==> src/rtl/id_ex_stage.sv <==
// ID/EX pipeline register with load-use bubble insertion, flush and downstream hold.
// Optional BUBBLE_CNT_EN adds a free-running count of inserted bubbles.
module id_ex_stage #(
    parameter int unsigned XLEN = 32,
    parameter int unsigned RA_W = 5
) (
    input  logic            clk,
    input  logic            rst,
    input  logic            valid_d,
    input  logic            mem_write_d,
    input  logic            alu_src_d,
    input  logic            reg_write_d,
    input  logic            jump_d,
    input  logic            branch_d,
    input  logic            jalr_d,
    input  logic [1:0]      result_src_d,
    input  logic [2:0]      alu_control_d,
    input  logic [2:0]      func3_d,
    input  logic [XLEN-1:0] rd1_d,
    input  logic [XLEN-1:0] rd2_d,
    input  logic [XLEN-1:0] imm_ext_d,
    input  logic [XLEN-1:0] pc_d,
    input  logic [XLEN-1:0] pc_plus4_d,
    input  logic [RA_W-1:0] rs1_d,
    input  logic [RA_W-1:0] rs2_d,
    input  logic [RA_W-1:0] rd_d,
    input  logic            flush_e,
    input  logic            stall_e,
    output logic            valid_e,
    output logic            mem_write_e,
    output logic            alu_src_e,
    output logic            reg_write_e,
    output logic            jump_e,
    output logic            branch_e,
    output logic            jalr_e,
    output logic [1:0]      result_src_e,
    output logic [2:0]      alu_control_e,
    output logic [2:0]      func3_e,
    output logic [XLEN-1:0] rd1_e,
    output logic [XLEN-1:0] rd2_e,
    output logic [XLEN-1:0] imm_ext_e,
    output logic [XLEN-1:0] pc_e,
    output logic [XLEN-1:0] pc_plus4_e,
    output logic [RA_W-1:0] rs1_e,
    output logic [RA_W-1:0] rs2_e,
    output logic [RA_W-1:0] rd_e,
    output logic            stall_d
`ifdef BUBBLE_CNT_EN
    ,
    output logic [31:0]     bubble_count
`endif
);

    localparam logic [2:0] AluAdd = 3'b010;

    typedef enum logic [1:0] {ModeLoad, ModeHold, ModeBubble} mode_t;

    logic  lu;
    mode_t mode;

    // rs2 is compared even for I-type instructions; the occasional spurious stall is accepted.
    assign lu = valid_e & reg_write_e & (result_src_e == 2'b01) & (rd_e != '0) & valid_d &
                ((rs1_d == rd_e) | (rs2_d == rd_e));

    assign stall_d = lu | stall_e;

    // Flush outranks stall so a resolved branch always owns the EX slot.
    always_comb begin
        mode = ModeLoad;
        if (flush_e) begin
            mode = ModeBubble;
        end else if (stall_e) begin
            mode = ModeHold;
        end else if (lu) begin
            mode = ModeBubble;
        end
    end

    always_ff @(posedge clk or posedge rst) begin
        if (rst) begin
            valid_e       <= 1'b0;
            mem_write_e   <= 1'b0;
            alu_src_e     <= 1'b0;
            reg_write_e   <= 1'b0;
            jump_e        <= 1'b0;
            branch_e      <= 1'b0;
            jalr_e        <= 1'b0;
            result_src_e  <= 2'b00;
            alu_control_e <= AluAdd;
            func3_e       <= 3'b000;
            rd1_e         <= '0;
            rd2_e         <= '0;
            imm_ext_e     <= '0;
            pc_e          <= '0;
            pc_plus4_e    <= '0;
            rs1_e         <= '0;
            rs2_e         <= '0;
            rd_e          <= '0;
        end else begin
            case (mode)
                ModeBubble: begin
                    valid_e       <= 1'b0;
                    mem_write_e   <= 1'b0;
                    alu_src_e     <= 1'b0;
                    reg_write_e   <= 1'b0;
                    jump_e        <= 1'b0;
                    branch_e      <= 1'b0;
                    jalr_e        <= 1'b0;
                    result_src_e  <= 2'b00;
                    alu_control_e <= AluAdd;
                    func3_e       <= 3'b000;
                    rd1_e         <= '0;
                    rd2_e         <= '0;
                    imm_ext_e     <= '0;
                    pc_e          <= '0;
                    pc_plus4_e    <= '0;
                    rs1_e         <= '0;
                    rs2_e         <= '0;
                    rd_e          <= '0;
                end
                ModeLoad: begin
                    // An empty decode slot must not carry any side-effecting control into EX.
                    valid_e       <= valid_d;
                    mem_write_e   <= mem_write_d & valid_d;
                    alu_src_e     <= alu_src_d;
                    reg_write_e   <= reg_write_d & valid_d;
                    jump_e        <= jump_d & valid_d;
                    branch_e      <= branch_d & valid_d;
                    jalr_e        <= jalr_d & valid_d;
                    result_src_e  <= result_src_d;
                    alu_control_e <= alu_control_d;
                    func3_e       <= func3_d;
                    rd1_e         <= rd1_d;
                    rd2_e         <= rd2_d;
                    imm_ext_e     <= imm_ext_d;
                    pc_e          <= pc_d;
                    pc_plus4_e    <= pc_plus4_d;
                    rs1_e         <= rs1_d;
                    rs2_e         <= rs2_d;
                    rd_e          <= rd_d;
                end
                default: ;
            endcase
        end
    end

`ifdef BUBBLE_CNT_EN
    logic [31:0] bubble_cnt_q;

    assign bubble_count = bubble_cnt_q;

    always_ff @(posedge clk or posedge rst) begin
        if (rst) begin
            bubble_cnt_q <= 32'd0;
        end else if (mode == ModeBubble) begin
            bubble_cnt_q <= bubble_cnt_q + 32'd1;
        end
    end
`endif

endmodule
==> config.mk <==
export PLATFORM = sky130hd
export DESIGN_NAME = id_ex_stage
export DESIGN_NICKNAME = d
export VERILOG_FILES = /design/src/rtl/id_ex_stage.sv
export SDC_FILE = /design/constraint.sdc
export NUM_CORES = 1
export LEC_CHECK = 0
export ABC_AREA = 1
export CAP_MARGIN = 25
export CORE_MARGIN = 5
export CORE_UTILIZATION = 41
export CTS_CLUSTER_DIAMETER = 200
export DETAILED_ROUTE_END_ITERATION = 12
export PLACE_DENSITY = 0.79
export SLEW_MARGIN = 20
export SYNTH_ARGS = -nofsm -noshare
export SYNTH_HDL_FRONTEND = slang
export SYNTH_SLANG_ARGS = --single-unit
==> constraint.sdc <==
create_clock -name clk -period 8.8 [get_ports clk]
set_input_delay 1.76 -clock clk [delete_from_list [all_inputs] [get_ports clk]]
set_output_delay 1.76 -clock clk [all_outputs]
set_load 0.02 [all_outputs]
* Word level (Yosys, flattened, before mapping)
Index checks and enable logic that the tools add are counted.
** Cells by class
- Equality and inequality tests :: 4
- Multiplexer cells :: 21
- Bitwise operators :: 12
- Reductions and logical operators :: 3
** Operators with widths (number)
- 32-bit one-hot mux with 2 select lines :: 5
- 5-bit one-hot mux with 2 select lines :: 3
- 1-bit one-hot mux with 2 select lines :: 7
- 3-bit one-hot mux with 2 select lines :: 2
- 1-bit AND :: 10
- 5-bit equality test :: 2
- 2-bit 2-to-1 mux :: 3
- 5-bit nonzero test :: 1
- 2-bit one-hot mux with 2 select lines :: 1
- 2-bit by 1-bit equality test with 1-bit output, second input constant :: 1
- 2-bit equality test, second input constant :: 1
- 2-bit logical NOT :: 1
- 1-bit bitwise OR :: 2
- 2-bit nonzero test :: 1
** Storage, ports and cells
- Input bits :: 194
- Flip-flop bits (word level) :: 190

* Logic depth before layout (Yosys ltp)
- Depth in word-level cells :: 10
- Gate-level depth with buffers :: 11
- Depth with buffers taken out :: 10

* Worst setup path after synthesis
No wires, ideal clock.
- Path type :: input to output
- Start :: input port stall_e
- End :: output port stall_d
- Path buffers :: 2
- Cell stages on the path :: 4
- Slack :: 4.414 ns
- Arrival :: 2.626 ns
- Cell sequence :: inv_2 clkbuf_1 clkbuf_1 nand2_1
** On the way
- Longest elaborated chain between the ends :: 1
** RTL lines
- from (decl) :: RTL line 28 : input logic stall_e,
- 1-bit bitwise OR :: RTL line 65 : assign stall_d = lu | stall_e;
- to (decl) :: RTL line 47 : output logic stall_d
Every way passes these cells.

* Worst setup path in the final report
- Start :: input port rs1_d[4]
- End :: output port stall_d
** On the way
- Longest elaborated chain between the ends :: 4
** RTL lines
- from (decl) :: RTL line 24 : input logic [RA_W-1:0] rs1_d,
- 5-bit equality test :: RTL line 63 : ((rs1_d == rd_e) | (rs2_d == rd_e));
- 1-bit bitwise OR :: RTL line 63
- 1-bit AND :: RTL line 62 : assign lu = valid_e & reg_write_e & (result_src_e == 2'b01) & (rd_e != '0) & valid_d &
- 1-bit bitwise OR :: RTL line 65
Every way passes these cells.

==> flow_summary_export.csv <==
group,metric,value,unit
drt,totalWireLength,28340,um
placement,place.gp.congestion,0.8655,
drt,wire_per_inst,18.74,um
floorplan,core,19400,um2
floorplan,ios,385,
clocking,clockBufferDepth,2,
floorplan,die_w,150.2,um
drt,drtIter0Drc,628,
yosys,synth.avg_cell_area,8.936,um2
grt,antenna_found_initial,1,
yosys,syn_inst,902,
clocking,cts.repair.resized,0,
sta,min_period,5767,ps
clocking,cts_buffers,17,
floorplan,num_rows,51,
sta,clock.fmax,0.1734,GHz
yosys,yosysUniqueCellTypes,22,
clocking,cts.sink_count,190,
floorplan,dieArea,22560,um2
setup_path,path_class,"in2out",
run,cap_violations,0,
yosys,synth_fp_nets,1096,
sta,timing.hold.ws,479.0,ps
sta,rsz0062_at_grt,"no",
clocking,htree_levels,4,
clocking,cts_hold_buf,0,
setup_path,startpoint_type,"input pin",
status,status,"finished clean",
setup_path,crit_end,"stall_d",
sta,worstMarginPinSlew,1038,ps
yosys,synth-edff-count,0,
setup_path,worst_r2r_endpoint,"rs2_e[2]",
sta,tns,0,ps
setup_path,crit_path_end_kind,"output port",
sta,skew,15.19,ps
pwr,powerDensity,166.5,nW/um2
drt,drcViolationCount,0,
drt,vias,7881,
clocking,cts_root_buf,"clkbuf_16",
grt,grt_max_degree,116,
yosys,ys_ff_latch,190,
sta,setup-violations-final,0,
pwr,ir_worst_vdd,0.1244,mV
grt,overflow,0,
grt,grt_pass1_vias,7696,
final_layout,finalNetCount,1428,
drt,vias_per_cell,5.212,
floorplan,start_util,41.55,%
clocking,tritoncts,"yes",
yosys,synth_ff_type,"dfrtp_1",
final_layout,final_util,64.58,%
setup_path,critPathMaxFanout,95,
sta,slew_violations,0,
final_layout,diodes,0,
floorplan,dieHeight,150.2,um
yosys,synthArstFlopShare,100.0,%
final_layout,final_area,12530,um2
sta,max_slew_margin,30.81,%
drt,first_pass_iters,5,
grt,track_usage,24.40,%
yosys,ys_seq_area_share,59.00,%
worst_hold_path,hold_class,"reg2reg",
clocking,worstSkewPairLatency,430,ps
clocking,clk_pin_slew,70,ps
final_layout,syn_to_final_growth,55.43,%
sta,report.final.hold_viol_count,0,
placement,dp_hpwl,19590,um
setup_path,reg2reg_slack,5980,ps
setup_path,cp-startpoint,"rs1_d[4]",
setup_path,timing.rr.start,"rd_e[0]",
setup_path,arrival,4010,ps
pwr,p_leak,5.981,nW
placement,io_buffers,384,
drt,antenna_left,0,
yosys,syn-cell-area,8060,um2
grt,grt_pass1_wl,43180,um
setup_path,ff2ff_path_depth,10,
clocking,cts_setup_buffers,0,
sta,final.period_utilization,65.54,%
setup_path,cp.required,7040,ps
final_layout,drive_above_1_share,4.090,%
yosys,yosys_warnings,0,
placement,placed_area,11920,um2
## synth_stat cells, types with 2 or more instances
cell type,count,area share (%)
buf_1,16,0.75
buf_2,7,0.43
buf_4,3,0.28
buf_6,12,1.7
clkbuf_1,42,2.0
clkinv_1,2,0.093
dfrtp_1,189,59
inv_1,21,0.98
inv_2,4,0.19
nand2_1,385,18
nand3_1,3,0.19
nand4_1,186,14
nor2_1,12,0.56
o21ai_0,7,0.43
o21bai_1,5,0.47
xnor2_1,2,0.22
## routing by layer
| layer | share of wire [%] | vias up | GRT usage [%] |
|---|---|---|---|
| met5 | 0.039 | - | 0 |
| met4 | 2.9 | 2 | 7.914 |
| met3 | 10 | 51 | 8.760 |
| met2 | 48 | 370 | 39.04 |
| met1 | 39 | 3757 | 31.02 |
| li1 | - | 3701 | - |
## worst min-delay path by stage
stage	cells after the start	slack, ps	endpoint	startpoint
after floorplan	2	590	pc_plus4_e[18]	pc_plus4_e[18]
after global placement	2	460	pc_plus4_e[5]	pc_plus4_e[5]
after detailed placement	2	460	rd1_e[3]	rd1_e[3]
after CTS	2	480	rd2_e[8]	rd2_e[8]
after global routing	2	500	pc_e[26]	pc_e[26]
final	2	480	alu_src_e	alu_src_e
## logic make-up after synthesis
kind of cell / count (synthesis) / synth area share [%]
xor gates and xnor gates: 2 / 0.2174
AOI/OAI and AO/OA: 12 / 0.9003
DFF: 190 / 59.00
and+or+nand+nor: 591 / 33.53
buffers and inverters: 107 / 6.349
## power by group
| group | internal, W | total, W | switching (W) |
|---|---|---|---|
| Sequential | 0.000921 | 0.000950 | 0.0000287 |
| Clock | 0.000391 | 0.000752 | 0.000362 |
| Combinational | 0.000188 | 0.000384 | 0.000197 |
## flip-flops by register name, summed over array words and instances (netlist names)
register,flops
imm_ext_e,32
pc_e,32
pc_plus4_e,32
rd1_e,32
rd2_e,32
rd_e,5
rs1_e,5
rs2_e,5
alu_control_e,3
func3_e,3
result_src_e,2
alu_src_e,1
branch_e,1
jalr_e,1
jump_e,1
mem_write_e,1
reg_write_e,1
valid_e,1
## placed cells by master, fill, tap and decap left out
cell	n
clkdlybuf4s50_1	384
clkbuf_8	2
nand3_2	1
dfrtp_1	189
xnor2_1	2
inv_4	1
clkinv_4	6
nand4_1	186
nand3_1	3
nor2_1	12
inv_2	3
or2_2	1
o21bai_1	5
buf_16	1
nor3_1	1
buf_4	8
inv_6	3
clkinv_8	2
dfstp_2	1
clkinv_1	1
clkbuf_1	1
nor2_4	1
clkbuf_16	17
o21ai_0	7
inv_8	3
nand2_8	1
nand2_1	385
inv_1	20
## final cells by class
type,instances,area [um2]
fillers,1598,6870
flip-flops and latches,190,4756
repair buffers,393,3931
multi-input cells,605,2811
clock buffers,20,456.7
well taps,265,331.6
clock inverters,12,125.1
inverters,27,116.4
## critical path: stages
cell	delay, ps
clkdlybuf4s50_1	510
inv_1	50
nand2_1	50
nand2_1	60
nor2_1	100
nand3_1	90
nand2_1	190
nand2_8	370
nand2_1	170
clkdlybuf4s50_1	610
## per-stage QoR
| stage | power [W] | std cells | worst slack [ps] |
|---|---|---|---|
| 2_1_floorplan | 0.001122 | 902 | 1871 |
| 3_3_place_gp | 0.001347 | 1479 | 3081 |
| 3_5_place_dp | 0.001350 | 1479 | 3050 |
| 4_1_cts | 0.002104 | 1511 | 3046 |
| 5_1_grt | 0.002172 | 1512 | 2842 |
| 6_report | 0.002086 | 1512 | 3033 |
Note: power is estimated with default switching activity, not from simulation.
